<file path="src/rtl/instr_fetch_stage.sv">
// Fetch stage with IF/ID pipeline register.
// Holds the PC, drives the instruction-memory address, and latches the fetched
// word together with PC+4 for decode. Supports stall, flush, redirect and halt.
module instr_fetch_stage #(
  parameter logic [31:0] RESET_PC = 32'h0000_0000,
  parameter int unsigned COUNT_W  = 32
) (
  input  logic               Clk,
  input  logic               Rst,
  input  logic               Stall,
  input  logic               Flush,
  input  logic               PCSrc,
  input  logic [31:0]        BranchTarget,
  input  logic               Halt,
  input  logic [31:0]        IMemData,
  output logic [31:0]        IMemAddr,
  output logic [31:0]        PC,
  output logic [31:0]        Instruction,
  output logic [31:0]        PCPlus4,
  output logic               ValidID,
  output logic               Halted,
  output logic [COUNT_W-1:0] FetchCount
);

  typedef enum logic [1:0] {
    BOOT = 2'b00,
    RUN  = 2'b01,
    HALT = 2'b10
  } state_t;

  // Low PC bits are forced to zero so a misaligned RESET_PC can never leak out.
  localparam logic [31:0] RESET_PC_ALIGNED = {RESET_PC[31:2], 2'b00};
  localparam logic [31:0] NOP_WORD         = 32'h0000_0000;

  state_t              state_q, state_d;
  logic [31:0]         pc_q, pc_d;
  logic [31:0]         instr_q, instr_d;
  logic [31:0]         pcp4_q, pcp4_d;
  logic                valid_q, valid_d;
  logic [COUNT_W-1:0]  count_q, count_d;

  logic [31:0]         pc_plus4;
  logic [31:0]         redirect_pc;
  logic                unused_bt_low;

  // Redirect target low bits are discarded; kept only to mark them as consumed.
  assign unused_bt_low = ^BranchTarget[1:0];

  assign pc_plus4    = pc_q + 32'd4;
  assign redirect_pc = {BranchTarget[31:2], 2'b00};

  // State and pipeline registers, asynchronously cleared by the active-low reset.
  always_ff @(posedge Clk or negedge Rst) begin
    if (!Rst) begin
      state_q <= BOOT;
      pc_q    <= RESET_PC_ALIGNED;
      instr_q <= NOP_WORD;
      pcp4_q  <= '0;
      valid_q <= 1'b0;
      count_q <= '0;
    end else begin
      state_q <= state_d;
      pc_q    <= pc_d;
      instr_q <= instr_d;
      pcp4_q  <= pcp4_d;
      valid_q <= valid_d;
      count_q <= count_d;
    end
  end

  // Next-state and next-register logic; RUN actions are prioritised halt,
  // redirect, flush, stall, then a normal fetch.
  always_comb begin
    state_d = state_q;
    pc_d    = pc_q;
    instr_d = instr_q;
    pcp4_d  = pcp4_q;
    valid_d = valid_q;
    count_d = count_q;

    unique case (state_q)
      BOOT: begin
        // One idle cycle after reset release: nothing fetched, PC held.
        state_d = RUN;
      end

      RUN: begin
        if (Halt && valid_q) begin
          state_d = HALT;
          instr_d = NOP_WORD;
          valid_d = 1'b0;
        end else if (PCSrc) begin
          // The word fetched this cycle is from the wrong path; drop it.
          pc_d    = redirect_pc;
          instr_d = NOP_WORD;
          valid_d = 1'b0;
        end else if (Flush) begin
          pc_d    = pc_plus4;
          instr_d = NOP_WORD;
          valid_d = 1'b0;
        end else if (Stall) begin
          // Hold everything.
        end else begin
          pc_d    = pc_plus4;
          instr_d = IMemData;
          pcp4_d  = pc_plus4;
          valid_d = 1'b1;
          count_d = count_q + COUNT_W'(1);
        end
      end

      HALT: begin
        // Frozen until reset; ID only ever sees a bubble.
        valid_d = 1'b0;
      end

      default: begin
        state_d = BOOT;
      end
    endcase
  end

  assign IMemAddr    = pc_q;
  assign PC          = pc_q;
  assign Instruction = instr_q;
  assign PCPlus4     = pcp4_q;
  assign ValidID     = valid_q;
  assign Halted      = (state_q == HALT);
  assign FetchCount  = count_q;

endmodule

</file>
<file path="config.mk">
export PLATFORM = sky130hd
export DESIGN_NAME = instr_fetch_stage
export DESIGN_NICKNAME = d
export VERILOG_FILES = /design/src/rtl/instr_fetch_stage.sv
export SDC_FILE = /design/constraint.sdc
export NUM_CORES = 1
export LEC_CHECK = 0
export BUFFER_PORTS_ARGS = -buffer_cell sky130_fd_sc_hd__buf_2
export CAP_MARGIN = 5
export CORE_MARGIN = 2
export CORE_UTILIZATION = 50
export CTS_CLUSTER_SIZE = 10
export DETAILED_ROUTE_END_ITERATION = 6
export PLACE_DENSITY = 0.78
export SLEW_MARGIN = 20
export SYNTH_ARGS = -nofsm -noshare
export SYNTH_HDL_FRONTEND = slang
export SYNTH_SLANG_ARGS = --single-unit
</file>
<file path="constraint.sdc">
create_clock -name Clk -period 2.7 [get_ports Clk]
set_input_delay 0.135 -clock Clk [delete_from_list [all_inputs] [get_ports Clk]]
set_output_delay 0.135 -clock Clk [all_outputs]
set_load 0.02 [all_outputs]
</file>
==> metrics, run 1 <==
run status=complete, no violations; clock sinks=127; Clock Power Share=0.346; Synth Warn #=0; endpoint type of the worst setup path=register; ranking of synthesized cells by area=dfrtp_1 50%, xnor2_1 5.1%, buf_4 4.7%; Post-Route Skew=~0.0095 ns; Pwr Density=884 nW/um2; top-count cell post-synth=dfrtp_1; Core Region=12500 um2; initial DRC count=422; M1 wire length=7310 um; latest clock arrival within the worst-skew pair=0.42 ns; async set or reset register ratio after synthesis=1.00; routed vias=5720; library cell with the largest summed area after synthesis=dfrtp_1; Peak Freq=0.437 GHz; max cap viols=0; post-CTS resize count=0; routed length on met2=8820 um; Worst-Margin Slew=roughly 0.7 ns; Reg power frac=0.365; vias in the first global route=5429; Final #Nets=927; worst r2r dst=IMemAddr[26]; Worst EP arrival=around 2.6 ns; Yosys reg bits=127; Reg2Reg Setup Slack=roughly 0.41 ns; worst vdd ir=slightly above 600 uV; CTS tree=done; DPL Wire Length=11500 um; Initial Utilization=0.507; WS Path Type=register to register; Detailed Route WL=17800 um; hold path start=BranchTarget[5]; prevailing post-synth register cell=dfrtp_1; Final Hold Violating Endpoints=0; DIE AREA=13600 um2; clk root buf=clkbuf_16; crit path time final=2.29 ns; Antenna diodes=0; die width=about 120 um; hold buffer count at cts=36; cells on worst reg2reg path=6; mean post-synth cell area=10.0 um2; Max-slew headroom=0.534; Synth top cells by count=127 x dfrtp_1, 77 x nand2_1, 45 x o21ai_0; crit start category=register; R2R Path Start=IMemAddr[2]; drt first pass iters=5; clk buf depth=2; # fillers=just under 1000; largest net degree at the start of global routing=between 100 and 150; Setup crit end=IMemAddr[26]; first-pass GRT wire length=around 27000 um; post-synth top area share=0.500; Post-synth EDFFs=0; CTS Buf Count=17; CTS HTree Levels=4; port bufs=223; Reg clk slew, reported paths=0.06 ns; setup TNS=0 ns; Post-route DRC=0; RSZ-0062 raised after global routing=false; die height=~120 um; synth unique cells=56; Pins Over Slew Limit=0; internal power=4.77 mW; post-route ant nets=0; Rows=41; final setup vio count=0; DR WL met3=1180 um; uppermost layer routed=met5; layout cell share with drive strength beyond 1=0.332; Tot GR Track Use=0.261; hold_ws=0.0192 ns; GPL Wtd Cong=0.864; drt wl/cell=between 15 and 20 um; total gr overflow=0; final period utilization=0.848; initial antenna violation count=1; leak pwr=4.13 nW; Ports=232; Synth Cell Area=6350 um2; switching share of total power=0.359; Post-Synthesis Cells=about 630; Layout area overhead=32.5%; critical path fanouts, max=8; register area share after synthesis=0.500; Via density=5.50; worst endpoint required time=3.04 ns; HP Class=input pin to register; post-CTS setup buffers=0; NetSw=about 2.7 mW; critical path startpoint=IMemAddr[2]; combinational power share=0.289
==> critical path, stage by stage (launching register included) <==
cell,delay (ns)
dfrtp_1,0.48
ha_1,0.31
nand3_2,0.18
or3_4,0.46
or4_4,0.46
a21oi_2,0.15
a2bb2oi_1,0.15
==> cell type report <==
cell class / count / area (um2) / area share
clock buffers: 23 / 488 / 0.0580
repair buffers: 272 / 1590 / 0.189
inverters: 13 / 48.8 / 0.00580
clock inverters: 9 / 179 / 0.0213
multi-input cells: 424 / 2720 / 0.323
flip-flops and latches: 127 / 3180 / 0.378
well taps: 172 / 215 / 0.0256
==> routing by layer <==
metal  track usage  vias up
met5             0        -
met4         0.128        2
met3        0.0664       46
met2         0.425      252
met1         0.326     2768
li1              -     2652
==> layout by cell type (no fill, tap or decap), types with 7 or more instances in the layout <==
master,instances
dfrtp_1,127
nand4_1,19
buf_4,13
a2bb2oi_1,10
clkbuf_16,17
a22o_1,34
o21ai_0,45
nand3_1,25
xor2_1,22
nand2_1,77
buf_2,222
o22ai_1,10
and3_1,7
xnor2_1,37
a21oi_1,19
nor3_1,18
dlygate4sd3_1,36
inv_1,12
nor2_1,24
==> registers in the layout, summed over array words and instances, names as in the netlist <==
signal       flops
IMemAddr        30
state_q          2
Instruction     32
PCPlus4         30
ValidID          1
FetchCount      32
==> kinds of logic after synthesis <==
kind of cell,share of synthesized area
AO/OA/AOI/OAI,0.154
XOR/XNOR,0.0813
adder cells (fa/ha/maj),0.00394
buffers and inverters,0.0760
flip-flops,0.500
multiplexers,0.00473
other,0.000590
AND/OR/NAND/NOR,0.179
==> how the worst min path moves through the flow <==
stage | end | slack (ns) | cells after the start
6_report | IMemAddr[5] | 0.02 | 3
5_1_grt | IMemAddr[14] | 0.02 | 3
4_1_cts | IMemAddr[14] | 0.004 | 3
3_5_place_dp | Instruction[8] | 0.30 | 2
3_3_place_gp | Instruction[10] | 0.29 | 2
2_1_floorplan | FetchCount[0] | -0.16 | 0
==> stage by stage <==
| stage | cells | util | total power, mW | setup slack, ns | cell area [um2] |
|---|---|---|---|---|---|
| 2_1_floorplan | 638 | - | 4.18 | 0.492 | 6370 |
| 3_3_place_gp | 972 | 0.590 | 4.76 | 0.487 | 7390 |
| 3_5_place_dp | 972 | 0.590 | 4.83 | 0.437 | 7390 |
| 4_1_cts | 1040 | 0.672 | 7.45 | 0.410 | 8420 |
| 5_1_grt | 1040 | 0.672 | 7.79 | 0.237 | 8420 |
| 6_report | 1040 | 0.672 | 7.44 | 0.412 | 8420 |
==> power by group through the flow <==
stage / Sequential [mW] / Combinational, mW / Clock [mW]
6_report: 2.72 / 2.15 / 2.58
5_1_grt: 2.78 / 2.32 / 2.70
4_1_cts: 2.71 / 2.14 / 2.60
3_5_place_dp: 2.74 / 2.09 / 0
3_3_place_gp: 2.71 / 2.05 / 0
2_1_floorplan: 3.06 / 1.12 / 0
(Power assumes the default switching activity.)
==> run 2: changes to the inputs <==
==> constraint.sdc (replaced) <==
create_clock -name Clk -period 2.3 [get_ports Clk]
set_input_delay 0.115 -clock Clk [delete_from_list [all_inputs] [get_ports Clk]]
set_output_delay 0.115 -clock Clk [all_outputs]
set_load 0.02 [all_outputs]
==> metrics, run 2 (synthesized netlist as in run 1, its figures left out) <==
run status=complete, no violations (unchanged); vias in the first global route=5664 (was 5429); CTS HTree Levels=4 (unchanged); Via density=5.53 (was 5.50); Final Hold Violating Endpoints=0 (unchanged); critical path fanouts, max=5 (was 8); routed vias=5813 (was 5720); Layout area overhead=33.0% (was 32.5%); final setup vio count=0 (unchanged); Post-Route Skew=0.00895 ns (was 0.00955 ns); worst vdd ir=674 uV (was 614 uV); post-CTS setup buffers=0 (unchanged); first-pass GRT wire length=27800 um (was 27400 um); Post-route DRC=0 (unchanged); worst endpoint required time=2.64 ns (was 3.04 ns); HP Class=input pin to register (unchanged); Final #Nets=942 (was 927); die height=117 um (unchanged); DR WL met3=1240 um (was 1180 um); setup TNS=0 ns (unchanged); Pwr Density=973 nW/um2 (was 884 nW/um2); CP peak stage delay=0.47 ns (was 0.48 ns); leak pwr=4.16 nW (was 4.13 nW); Max-slew headroom=0.433 (was 0.534); GPL Wtd Cong=0.867 (was 0.864); total gr overflow=0 (unchanged); WS Path Type=register to register (unchanged); clock sinks=127 (unchanged); endpoint type of the worst setup path=register (unchanged); post-route ant nets=0 (unchanged); Inst Count DP=982 (was 972); crit start category=register (unchanged); Detailed Route WL=17700 um (was 17800 um); RSZ-0062 raised after global routing=false (unchanged); initial antenna violation count=1 (unchanged); crit path time final=2.16 ns (was 2.29 ns); drt wl/cell=16.9 um (was 17.1 um); DIE AREA=13600 um2 (unchanged); Peak Freq=0.463 GHz (was 0.437 GHz); Reg clk slew, reported paths=0.05 ns (was 0.06 ns); crit path max-delay cell type=or3_4 (was dfrtp_1); drt first pass iters=5 (unchanged); CTS Buf Count=17 (unchanged); most frequent cells in the layout=222 x buf_2, 127 x dfrtp_1, 77 x nand2_1 (unchanged); Rows=41 (unchanged); Worst EP arrival=2.50 ns (was 2.63 ns); die width=117 um (unchanged); Initial Utilization=0.507 (unchanged); commonest non-fill, non-tap cell in the layout=buf_2 (unchanged); Ports=232 (unchanged); CP cell instances=ha_1, nand3_2, or3_4, or4_4, a21oi_2, a2bb2oi_1 (unchanged); # fillers=985 (was 973); final period utilization=0.940 (was 0.848); Buf+Inv Stages, Crit Path=0 (unchanged); clk root buf=clkbuf_16 (unchanged); Pins Over Slew Limit=0 (unchanged); Core Region=12500 um2 (unchanged); max cap viols=0 (unchanged); initial DRC count=498 (was 422); latest clock arrival within the worst-skew pair=0.42 ns (about the same); Antenna diodes=0 (unchanged); routed length on met2=9050 um (was 8820 um); Power Total=8.22 mW (was 7.44 mW); layout cell share with drive strength beyond 1=0.336 (was 0.332); DPL Wire Length=11800 um (was 11500 um); family with the most delay on the worst path=simple AND/OR/NAND/NOR gates (unchanged); Tot GR Track Use=0.263 (was 0.261); Worst-Margin Slew=0.847 ns (was 0.699 ns); uppermost layer routed=met5 (unchanged); port bufs=223 (unchanged); hold_ws=0.0103 ns (was 0.0192 ns); largest net degree at the start of global routing=62 (was 128); M1 wire length=7150 um (was 7310 um); clk buf depth=2 (unchanged); CTS tree=done (unchanged); Layout Cells excl Fill=1052 (was 1040)
-- run 2: power by group --
| part | total, mW | switching (mW) | internal (mW) |
|---|---|---|---|
| Clock | 2.43 | 0.927 | 1.51 |
| Sequential | 3.12 | 0.464 | 2.66 |
| Combinational | 2.66 | 1.69 | 0.976 |
| Total | 8.22 | 3.08 | 5.14 |
-- run 2: layer usage --
metal | global-route usage | up-vias
li1 | - | 2680
met1 | 0.323 | 2820
met2 | 0.446 | 276
met3 | 0.0675 | 35
met4 | 0.103 | 2
met5 | 0 | -
-- run 2: final timing paths --
check,startpoint,endpoint,slack [ns],depth (start not counted)
max,IMemAddr[3],IMemAddr[26],0.14,6
min,BranchTarget[3],IMemAddr[3],0.01,3
max reg2reg,IMemAddr[3],IMemAddr[26],0.14,6
min reg2reg,PCPlus4[9],PCPlus4[9],0.47,2
max in group asynchronous,Rst,PCPlus4[27],1.43,3
min in group asynchronous,Rst,Instruction[8],0.18,2
-- run 2: cell type report --
| type | instances | area, um2 | share of cell area |
|---|---|---|---|
| Clock buffer | 21 | 460 | 0.0545 |
| Sequential cell | 127 | 3180 | 0.376 |
| Multi-Input combinational cell | 424 | 2730 | 0.323 |
| Tap cell | 172 | 215 | 0.0255 |
| Clock inverter | 8 | 67.6 | 0.00800 |
| Inverter | 13 | 48.8 | 0.00578 |
| Timing Repair Buffer | 287 | 1750 | 0.207 |
-- run 2: worst register-to-register path, cell delays in order, from the launching register on --
cell and delay (ns):
dfrtp_1 0.36, ha_1 0.27, nand3_2 0.20, or3_4 0.47
or4_4 0.47, a21oi_2 0.16, a2bb2oi_1 0.17
-- run 2: per-stage QoR --
stage | instance area, um2 | worst slack (ns) | utilization
2_1_floorplan | 6370 | 0.0924 | -
3_3_place_gp | 7500 | 0.249 | 0.599
3_5_place_dp | 7510 | 0.112 | 0.600
4_1_cts | 8450 | 0.0948 | 0.675
5_1_grt | 8450 | 0.00970 | 0.675
6_report | 8450 | 0.139 | 0.675
-- run 2: timing repair --
action,CTS,global route
hold buffers,41,0
resized for setup,0,1
setup endpoints to repair,0,1
endpoints found under the hold margin,70,0
